### config.mk
export PLATFORM = sky130hd
export DESIGN_NAME = frame_capture
export DESIGN_NICKNAME = d
export VERILOG_FILES = /design/src/rtl/rgb_pkg.sv /design/src/rtl/decim_counter.sv /design/src/rtl/frame_capture.sv
export SDC_FILE = /design/constraint.sdc
export NUM_CORES = 1
export LEC_CHECK = 0
export CAP_MARGIN = 40
export CORE_MARGIN = 5
export CORE_UTILIZATION = 30
export CTS_BUF_LIST = sky130_fd_sc_hd__clkbuf_16
export DETAILED_ROUTE_END_ITERATION = 8
export GPL_TIMING_DRIVEN = 0
export PLACE_DENSITY = 0.63
export SYNTH_ARGS = -nofsm -noshare
export SYNTH_HDL_FRONTEND = slang
export SYNTH_SLANG_ARGS = --single-unit
### constraint.sdc
create_clock -name clk -period 3.5 [get_ports clk]
set_input_delay 0.35 -clock clk [delete_from_list [all_inputs] [get_ports clk]]
set_output_delay 0.35 -clock clk [all_outputs]
set_load 0.01 [all_outputs]
### src/rtl/rgb_pkg.sv
// Shared definitions for the VGA capture/display path: state encodings
// compared by the display stage, and the default source/destination geometry.
package rgb_pkg;

    typedef enum logic [3:0] {
        ST_IDLE     = 4'd0,
        ST_WAIT_SOF = 4'd1,
        ST_CAPTURE  = 4'd2,
        ST_DONE     = 4'd3
    } main_state_e;

    localparam int SRC_W_DEF      = 640;
    localparam int SRC_H_DEF      = 480;
    localparam int DECIM_DEF      = 10;
    localparam int DST_W_DEF      = 64;
    localparam int DST_H_DEF      = 48;
    localparam int NUM_FRAMES_DEF = 6;
    localparam int ADDR_W_DEF     = 15;
    localparam int FRAME_PIXELS   = 3072;

endpackage

### src/rtl/decim_counter.sv
// Mod-DECIM phase counter. restart_i makes the current pixel phase 0,
// clr_i forces the next phase to 0, adv_i steps it; zero_o reports phase 0.
module decim_counter #(
    parameter int DECIM = 10
) (
    input  logic clk,
    input  logic reset,
    input  logic restart_i,
    input  logic adv_i,
    input  logic clr_i,
    output logic zero_o
);
    localparam int CW = (DECIM > 1) ? $clog2(DECIM) : 1;
    localparam logic [CW-1:0] LAST = CW'(DECIM - 1);

    logic [CW-1:0] cnt_q, cnt_d, cnt_c;

    always_comb begin
        cnt_c = restart_i ? '0 : cnt_q;
        cnt_d = cnt_c;
        if (clr_i)
            cnt_d = '0;
        else if (adv_i)
            cnt_d = (cnt_c == LAST) ? '0 : cnt_c + 1'b1;
    end

    assign zero_o = (cnt_c == '0);

    always_ff @(posedge clk) begin
        if (reset) cnt_q <= '0;
        else       cnt_q <= cnt_d;
    end
endmodule

### src/rtl/frame_capture.sv
// Decimating frame grabber: keeps every DECIM-th pixel of every DECIM-th line
// and writes it into a multi-frame buffer, one write per kept pixel.
module frame_capture
    import rgb_pkg::*;
#(
    parameter int SRC_W      = SRC_W_DEF,
    parameter int SRC_H      = SRC_H_DEF,
    parameter int DECIM      = DECIM_DEF,
    parameter int DST_W      = DST_W_DEF,
    parameter int DST_H      = DST_H_DEF,
    parameter int NUM_FRAMES = NUM_FRAMES_DEF,
    parameter int ADDR_W     = ADDR_W_DEF
) (
    input  logic              clk,
    input  logic              reset,
    input  logic              start,
    input  logic              pix_valid,
    input  logic [15:0]       pix_data,
    input  logic              pix_sof,
    input  logic              pix_eol,
    output logic              wr_en,
    output logic [ADDR_W-1:0] wr_addr,
    output logic [15:0]       wr_data,
    output logic [3:0]        main_state,
    output logic [2:0]        frame_idx
);
    localparam int DX_W = $clog2(SRC_W / DECIM + 1);
    localparam int DY_W = $clog2(SRC_H / DECIM + 1);
    localparam int LN_W = $clog2(SRC_H + 1);
    localparam logic [DX_W-1:0]   DX_LIM     = DX_W'(DST_W);
    localparam logic [DY_W-1:0]   DY_LIM     = DY_W'(DST_H);
    localparam logic [LN_W-1:0]   LN_LAST    = LN_W'(SRC_H - 1);
    localparam logic [2:0]        FI_LAST    = 3'(NUM_FRAMES - 1);
    localparam logic [ADDR_W-1:0] LINE_STEP  = ADDR_W'(DST_W);
    localparam logic [ADDR_W-1:0] FRAME_STEP = ADDR_W'(DST_W * DST_H);

    main_state_e       state_q, state_d;
    logic [2:0]        frame_idx_q, frame_idx_d;
    logic [ADDR_W-1:0] frame_base_q, frame_base_d, line_base_q, line_base_d, lb_c;
    logic [DX_W-1:0]   dx_q, dx_d, dx_c;
    logic [DY_W-1:0]   dy_q, dy_d, dy_c;
    logic [LN_W-1:0]   line_q, line_d, line_c;
    logic              wr_en_q, wr_en_d;
    logic [ADDR_W-1:0] wr_addr_q, wr_addr_d;
    logic [15:0]       wr_data_q, wr_data_d;
    logic              accept, restart, go, x_zero, y_zero, keep, frame_end;

    decim_counter #(.DECIM(DECIM)) u_px (
        .clk(clk), .reset(reset), .restart_i(restart),
        .adv_i(accept & ~pix_eol), .clr_i((accept & pix_eol) | go), .zero_o(x_zero)
    );

    decim_counter #(.DECIM(DECIM)) u_py (
        .clk(clk), .reset(reset), .restart_i(restart),
        .adv_i(accept & pix_eol), .clr_i(frame_end | go), .zero_o(y_zero)
    );

    always_ff @(posedge clk) begin
        if (reset) state_q <= ST_IDLE;
        else       state_q <= state_d;
    end

    always_comb begin
        state_d = state_q;
        unique case (state_q)
            ST_IDLE, ST_DONE: if (start) state_d = ST_WAIT_SOF;
            ST_WAIT_SOF:      if (accept) state_d = ST_CAPTURE;
            ST_CAPTURE:       if (frame_end) state_d = (frame_idx_q == FI_LAST) ? ST_DONE : ST_WAIT_SOF;
            default:          state_d = ST_IDLE;
        endcase
    end

    // A sof pixel is accepted in WAIT_SOF and CAPTURE alike and always restarts the frame.
    always_comb begin
        accept  = 1'b0;
        restart = 1'b0;
        go      = 1'b0;
        unique case (state_q)
            ST_IDLE, ST_DONE: go = start;
            ST_WAIT_SOF: begin
                accept  = pix_valid & pix_sof;
                restart = pix_valid & pix_sof;
            end
            ST_CAPTURE: begin
                accept  = pix_valid;
                restart = pix_valid & pix_sof;
            end
            default: ;
        endcase
    end

    always_comb begin
        dx_c      = restart ? '0 : dx_q;
        dy_c      = restart ? '0 : dy_q;
        line_c    = restart ? '0 : line_q;
        lb_c      = restart ? '0 : line_base_q;
        frame_end = accept & pix_eol & (line_c == LN_LAST);
        keep      = accept & x_zero & y_zero & (dx_c < DX_LIM) & (dy_c < DY_LIM);

        wr_en_d      = keep;
        wr_addr_d    = keep ? frame_base_q + lb_c + ADDR_W'(dx_c) : wr_addr_q;
        wr_data_d    = keep ? pix_data : wr_data_q;
        frame_idx_d  = frame_idx_q;
        frame_base_d = frame_base_q;
        line_base_d  = line_base_q;
        dx_d         = dx_q;
        dy_d         = dy_q;
        line_d       = line_q;

        if (go) begin
            frame_idx_d  = '0;
            frame_base_d = '0;
            line_base_d  = '0;
            dx_d         = '0;
            dy_d         = '0;
            line_d       = '0;
        end else if (accept) begin
            dx_d        = dx_c;
            dy_d        = dy_c;
            line_d      = line_c;
            line_base_d = lb_c;
            // dx/dy saturate at the destination size so overlong lines/frames write nothing.
            if (pix_eol) begin
                dx_d   = '0;
                line_d = line_c + 1'b1;
                if (y_zero && (dy_c < DY_LIM)) begin
                    dy_d        = dy_c + 1'b1;
                    line_base_d = lb_c + LINE_STEP;
                end
            end else if (x_zero && (dx_c < DX_LIM)) begin
                dx_d = dx_c + 1'b1;
            end
            if (frame_end) begin
                dx_d        = '0;
                dy_d        = '0;
                line_d      = '0;
                line_base_d = '0;
                if (frame_idx_q != FI_LAST) begin
                    frame_idx_d  = frame_idx_q + 1'b1;
                    frame_base_d = frame_base_q + FRAME_STEP;
                end
            end
        end
    end

    always_ff @(posedge clk) begin
        if (reset) begin
            frame_idx_q  <= '0;
            frame_base_q <= '0;
            line_base_q  <= '0;
            dx_q         <= '0;
            dy_q         <= '0;
            line_q       <= '0;
            wr_en_q      <= 1'b0;
            wr_addr_q    <= '0;
            wr_data_q    <= '0;
        end else begin
            frame_idx_q  <= frame_idx_d;
            frame_base_q <= frame_base_d;
            line_base_q  <= line_base_d;
            dx_q         <= dx_d;
            dy_q         <= dy_d;
            line_q       <= line_d;
            wr_en_q      <= wr_en_d;
            wr_addr_q    <= wr_addr_d;
            wr_data_q    <= wr_data_d;
        end
    end

    assign wr_en      = wr_en_q;
    assign wr_addr    = wr_addr_q;
    assign wr_data    = wr_data_q;
    assign main_state = state_q;
    assign frame_idx  = frame_idx_q;
endmodule

==> metrics, run 1 <==
status completed; post-synthesis mux area share 0.00450; DR pass1 iterations 5; Crit. End Element flip-flop; # rows between 40 and 50; Compound-Gate Fraction of Synth Area 0.206; TritonCTS clock tree done; RSZ-0062 raised after global routing no; I/O Buffers 57; most frequent cell after synthesis nand2_1; Final WS setup between 0.15 and 0.2 ns; post-layout min period 3.31 ns; GR Util All Layers 0.140; ANT cells 0; fmax 302 MHz; mapped cell area 4440 µm²; Clock Skews roughly 0.009 ns; routability congestion estimate 0.835; Vias/cell just over 5; Post-Synth Adder-Cell Area 0.0586; DRC violations left 0; max-slew violation total from the final report 0; part of the Yosys area used for sequential elements 0.392; measured slew at the worst slew-check pin between 0.7 and 0.8 ns; slowest stage delay, CP between 0.3 and 0.4 ns; pin count of the biggest net entering global routing 16; YS warnings 0; Cell variety after synth 63; hold_ws about 0.45 ns; Main synth FF type dfxtp_1; Post-synth EDFFs 0; pwr dens 462 nW/µm²; Hold Crit Class flip-flop to flip-flop; starting DRC count in detailed routing roughly 320; Gate Count Post-Synth between 500 and 600; Crit Path Max Fanout 11; Pleak approximately 2.1 nW; fill cell count roughly 1400; clock root cell clkbuf_16; vias in the first global route ~4300; layout cells sized above 1 0.107; initial antenna violation count 0; clock tree sinks 87; Async SR Flop Fraction 0; Synth top area share 0.392; final hold vios 0; CP Cell Sequence inv_1, ha_4, nand3b_1, buf_6, buf_12, clkbuf_8, and2_1, ha_1, and4_1, and3_2, a211oi_4, nand2_1, buf_4, a2111oi_4, o21a_1; vias 4207; Slew HR 0.515; fin cells 820; simple-gate share of the synthesized area 0.253; CTS clk-pin slew, worst paths 0.07 ns; Peak VDD IR 246 µV; post-placement cell count 796; Yosys top cell by area dfxtp_1; Area contributors post-synth dfxtp_1, nand2_1, ha_1; die area 17300 µm²; slowest stage cell, crit path dfxtp_2; xor/xnor share of the synthesized area 0.0414; Die H between 100 and 150 µm; DP HPWL 9020 µm; CP Launch Type flip-flop; multi-input logic area 2640 µm²; # IOs 61; Clock Path Buffers 2; CP Data Arrival Time approximately 3.6 ns; Routed WL 12300 µm; final setup violation count 0; critical path class flip-flop to flip-flop; max cap viols 0; post-DR wirelength/cell 15.0 µm; # H-tree levels 3; Total Power 0.00267 W; Mean Syn Cell Area roughly 8 µm²; Synth top cells by count nand2_1, dfxtp_1, a21oi_1; Register Area 1740 µm²; CP Data Required Time between 3 and 4 ns; first-pass GRT wire length 20400 µm; cts bufs inserted 9; Period Utilization, post-route 0.946; fin nets 673; core area 14500 µm²; combinational family with the most area after synthesis simple AND/OR/NAND/NOR gates; Initial Utilization 0.306; Total Negative Setup Slacks 0 ns; clk_lat worst skew 0.34 ns; DP Worst Slack -0.929 ns; Routed Antenna Nets 0; total global routing overflow 0; Syn-to-layout area delta 30.0%; cts hold-fix bufs 0; FF+latch count, synth 87; Die W 132 µm
[placed cells by master (no fill, tap or decap), drive strengths merged, types with 22 or more instances in the layout]
master	instances
clkbuf	23
nor2	42
dfxtp	87
clkdlybuf4s50	57
nand2	101
and2	24
buf	22
o21ai	34
a21oi	50
[critical path: cells and delay by family (launching register included)]
kind / cells / cell delay [ns]
AND/OR/NAND/NOR: 5 / 0.95
buffers and inverters: 5 / 0.77
AO/OA/AOI/OAI: 3 / 0.73
adder cells (fa/ha/maj): 2 / 0.47
flip-flops: 1 / 0.33
[area by class of cell]
type / instances / share of cell area
multi-input combinational: 424 / 0.457
tap: 184 / 0.0398
buffer: 27 / 0.0292
timing repair buffer: 66 / 0.110
clock inverter: 7 / 0.0128
clock buffer: 9 / 0.0390
sequential: 87 / 0.302
inverter: 16 / 0.0104
[where the power goes]
| part | internal (W) | switching [W] | leakage [nW] |
|---|---|---|---|
| Sequential | 0.00104 | 0.0000278 | 0.702 |
| Combinational | 0.000262 | 0.000377 | 1.29 |
| Clock | 0.000554 | 0.000408 | 0.139 |
| Total | 0.00185 | 0.000814 | 2.13 |
[timing repair]
action | 4_1_cts | 5_1_grt
setup buffers | 6 | 3
gates resized for setup | 16 | 22
pin swaps | 5 | 8
setup endpoints to repair | 55 | 34
gates cloned | 0 | 0
[sequential cells by signal, summed over array words and instances, names as in the netlist]
signal	flops
u_px.cnt_q	4
line_q	9
wr_en	1
main_state	2
dy_q	6
wr_data	16
dx_q	7
wr_addr	15
frame_idx	3
line_base_q	15
u_py.cnt_q	4
frame_base_q	5
[metrics by stage]
stage	utilization	area, µm²
CTS	0.392	5700
detailed placement	0.364	5290
floorplan	-	4490
global placement	0.364	5290
finish	0.398	5780
global route	0.398	5780
[final timing paths]
path                  from         end  slack (ns)  cells past startpoint
max          main_state[0]     dy_q[5]        0.19                     15
min             wr_addr[3]  wr_addr[3]        0.45                      2
max reg2reg  main_state[0]     dy_q[5]        0.19                     15
min reg2reg     wr_addr[3]  wr_addr[3]        0.45                      2
[per-layer routing]
layer	part of all wire	track usage	vias up
met3	0.061	0.0336	20
met5	0	0	-
met1	0.46	0.170	1936
met2	0.46	0.235	146
li1	-	-	2105
met4	0.020	0.0634	0
[cells by family after synthesis]
logic type / count (synthesis)
DFF: 87
adders and majority gates: 21
AOI/OAI and AO/OA: 141
and+or+nand+nor: 237
buffers and inverters: 44
muxes: 2
xor gates and xnor gates: 21
other: 1
Power figures use the tool's default switching activity.
==> inputs of run 2 (changes only) <==
--- a/config.mk
+++ b/config.mk
@@ -5,6 +5,7 @@
 export SDC_FILE = /design/constraint.sdc
 export NUM_CORES = 1
 export LEC_CHECK = 0
+export ABC_CLOCK_PERIOD_IN_PS = 3500
 export CAP_MARGIN = 40
 export CORE_MARGIN = 5
 export CORE_UTILIZATION = 30
==> results of run 2 <==
Same layout as run 1: the final DEF is identical, and so are final timing and power.
==> inputs of run 3 (changes only) <==
--- a/config.mk
+++ b/config.mk
@@ -5,14 +5,14 @@
 export SDC_FILE = /design/constraint.sdc
 export NUM_CORES = 1
 export LEC_CHECK = 0
-export ABC_CLOCK_PERIOD_IN_PS = 3500
+export ABC_CLOCK_PERIOD_IN_PS = 3400
 export CAP_MARGIN = 40
 export CORE_MARGIN = 5
 export CORE_UTILIZATION = 30
 export CTS_BUF_LIST = sky130_fd_sc_hd__clkbuf_16
 export DETAILED_ROUTE_END_ITERATION = 8
 export GPL_TIMING_DRIVEN = 0
-export PLACE_DENSITY = 0.63
+export PLACE_DENSITY = 0.61
 export SYNTH_ARGS = -nofsm -noshare
 export SYNTH_HDL_FRONTEND = slang
 export SYNTH_SLANG_ARGS = --single-unit
==> constraint.sdc (replaced) <==
create_clock -name clk -period 3.4 [get_ports clk]
set_input_delay 0.34 -clock clk [delete_from_list [all_inputs] [get_ports clk]]
set_output_delay 0.34 -clock clk [all_outputs]
set_load 0.01 [all_outputs]
==> run 3 against run 2 <==
Critical path depth did not move. Sequential power is essentially flat. Setup slack got worse by 0.065 ns. Die area did not move. Global-route usage rose by 0.52 points. Power up 3.5%. Clock skew hardly changed. Highest routed layer unchanged.
==> metrics, run 3 (same netlist as run 1, synthesis figures left out) <==
fmax 305 MHz (was 302 MHz); # H-tree levels 3 (unchanged); clock root cell clkbuf_16 (unchanged); Crit. End Element flip-flop (unchanged); Pleak 2.13 nW (about the same); starting DRC count in detailed routing 302 (was 316); GR Util All Layers 0.145 (was 0.140); multi-input logic area 2620 µm² (was 2640 µm²); routability congestion estimate 0.875 (was 0.835); final setup violation count 0 (unchanged); pin count of the biggest net entering global routing 15 (was 16); Clock Path Buffers 2 (unchanged); commonest non-fill, non-tap cell in the layout nand2_1 (unchanged); layout cells sized above 1 0.101 (was 0.107); P_int 0.00192 W (was 0.00185 W); CP Data Arrival Time 3.58 ns (was 3.60 ns); Psw 0.000836 W (was 0.000814 W); # rows 44 (unchanged); ANT cells 0 (unchanged); clock tree sinks 87 (unchanged); Period Utilization, post-route 0.963 (was 0.946); Comb pwr share 0.249 (was 0.240); measured slew at the worst slew-check pin 0.794 ns (was 0.725 ns); Total Power 0.00276 W (was 0.00267 W); fin nets 673 (unchanged); Routed WL 12600 µm (was 12300 µm); clk_lat worst skew 0.35 ns (was 0.34 ns); CP Data Required Time 3.70 ns (was 3.79 ns); Vias/cell 5.20 (was 5.13); CP Launch Type flip-flop (unchanged); Peak VDD IR 233 µV (was 246 µV); Initial Utilization 0.306 (unchanged); most frequent cells in the layout nand2_1, dfxtp_1, clkdlybuf4s50_1 (unchanged); Die H 132 µm (unchanged); Clk pwr share 0.353 (was 0.361); max cap viols 0 (unchanged); Clock Skews 0.00925 ns (was 0.00890 ns); Hold Crit Class flip-flop to flip-flop (unchanged); r2r setup slk 0.12 ns (was 0.19 ns); TritonCTS clock tree done (unchanged); initial antenna violation count 0 (unchanged); Crit Path Max Fanout 11 (unchanged); I/O Buffers 57 (unchanged); cts bufs inserted 9 (unchanged); core area 14500 µm² (unchanged); fill cell count 1445 (was 1441); # IOs 61 (unchanged); post-DR wirelength/cell 15.4 µm (was 15.0 µm); number of flip-flops in the largest register 16 (unchanged); post-layout min period 3.28 ns (was 3.31 ns); Total Negative Setup Slacks 0 ns (unchanged); vias in the first global route 4166 (was 4273); status completed (unchanged); DP HPWL 9270 µm (was 9020 µm); die area 17300 µm² (unchanged); Register Area 1740 µm² (unchanged); Switching Share 0.303 (was 0.305); DR pass1 iterations 5 (unchanged); Reg power frac 0.398 (was 0.400); first-pass GRT wire length 20900 µm (was 20400 µm); Slew HR 0.469 (was 0.515); cts hold-fix bufs 0 (unchanged); max-slew violation total from the final report 0 (unchanged); Routed Antenna Nets 0 (unchanged); CTS clk-pin slew, worst paths 0.07 ns (about the same); final hold vios 0 (unchanged); pwr dens 478 nW/µm² (was 462 nW/µm²); total global routing overflow 0 (unchanged); Die W 132 µm (unchanged); DRC violations left 0 (unchanged); critical path class flip-flop to flip-flop (unchanged); vias 4260 (was 4207); Syn-to-layout area delta 30.0% (unchanged)
-- run 3: final cells by class --
| cell class | instances | area share |
|---|---|---|
| well taps | 184 | 0.0398 |
| clock buffers | 9 | 0.0390 |
| plain buffers | 27 | 0.0342 |
| repair buffers | 66 | 0.110 |
| flip-flops and latches | 87 | 0.302 |
| inverters | 16 | 0.0104 |
| clock inverters | 7 | 0.0113 |
| multi-input cells | 424 | 0.453 |
-- run 3: through the flow --
stage,instance area (µm²),setup slack [ns],hold WS (ns),instances,util
after floorplan,4510,0.00357,0.417,555,-
after detailed placement,5310,-0.820,0.441,796,0.365
final,5780,0.125,0.451,820,0.398
after global routing,5780,-0.00605,0.475,820,0.398
after global placement,5310,-0.736,0.436,796,0.365
after CTS,5760,0.0239,0.455,817,0.396
-- run 3: critical path: stages (launching register included) --
cell and delay [ns]:
dfxtp_2 0.34, inv_2 0.04, ha_4 0.24, nand3b_1 0.19, buf_6 0.19, clkbuf_16 0.16
buf_4 0.15, and2_1 0.17, ha_1 0.22, and4_1 0.24, and3_4 0.20, a211oi_4 0.27
nand2_1 0.11, clkbuf_8 0.19, a2111oi_2 0.34, o21a_1 0.15
-- run 3: worst paths after layout --
check	cells after the start	endpoint	startpoint
worst max-delay path	15	dy_q[5]	main_state[0]
worst min-delay path	2	wr_addr[13]	wr_addr[13]
worst max register to register	15	dy_q[5]	main_state[0]
worst min register to register	2	wr_addr[13]	wr_addr[13]
-- run 3: timing repair --
| action | in CTS | in global routing |
|---|---|---|
| buffers inserted | 5 | 4 |
| gates cloned | 0 | 0 |
| resized for setup | 23 | 4 |
| endpoints found under the setup margin | 47 | 23 |
| pin swaps | 9 | 6 |
-- run 3: power by group through the flow --
stage                     clock network, W  registers (W)  logic [W]
after global placement                   0        0.00112   0.000589
final                             0.000975        0.00110   0.000687
after CTS                         0.000997        0.00110   0.000667
after global routing               0.00104        0.00110   0.000744
after detailed placement                 0        0.00112   0.000605
after floorplan                          0        0.00114   0.000337
-- run 3: per-layer routing --
metal | share of wire | global-route usage | vias up
li1 | - | - | 2105
met1 | 0.46 | 0.178 | 1996
met2 | 0.46 | 0.235 | 131
met3 | 0.058 | 0.0405 | 28
met4 | 0.027 | 0.0703 | 0
met5 | 0 | 0 | -
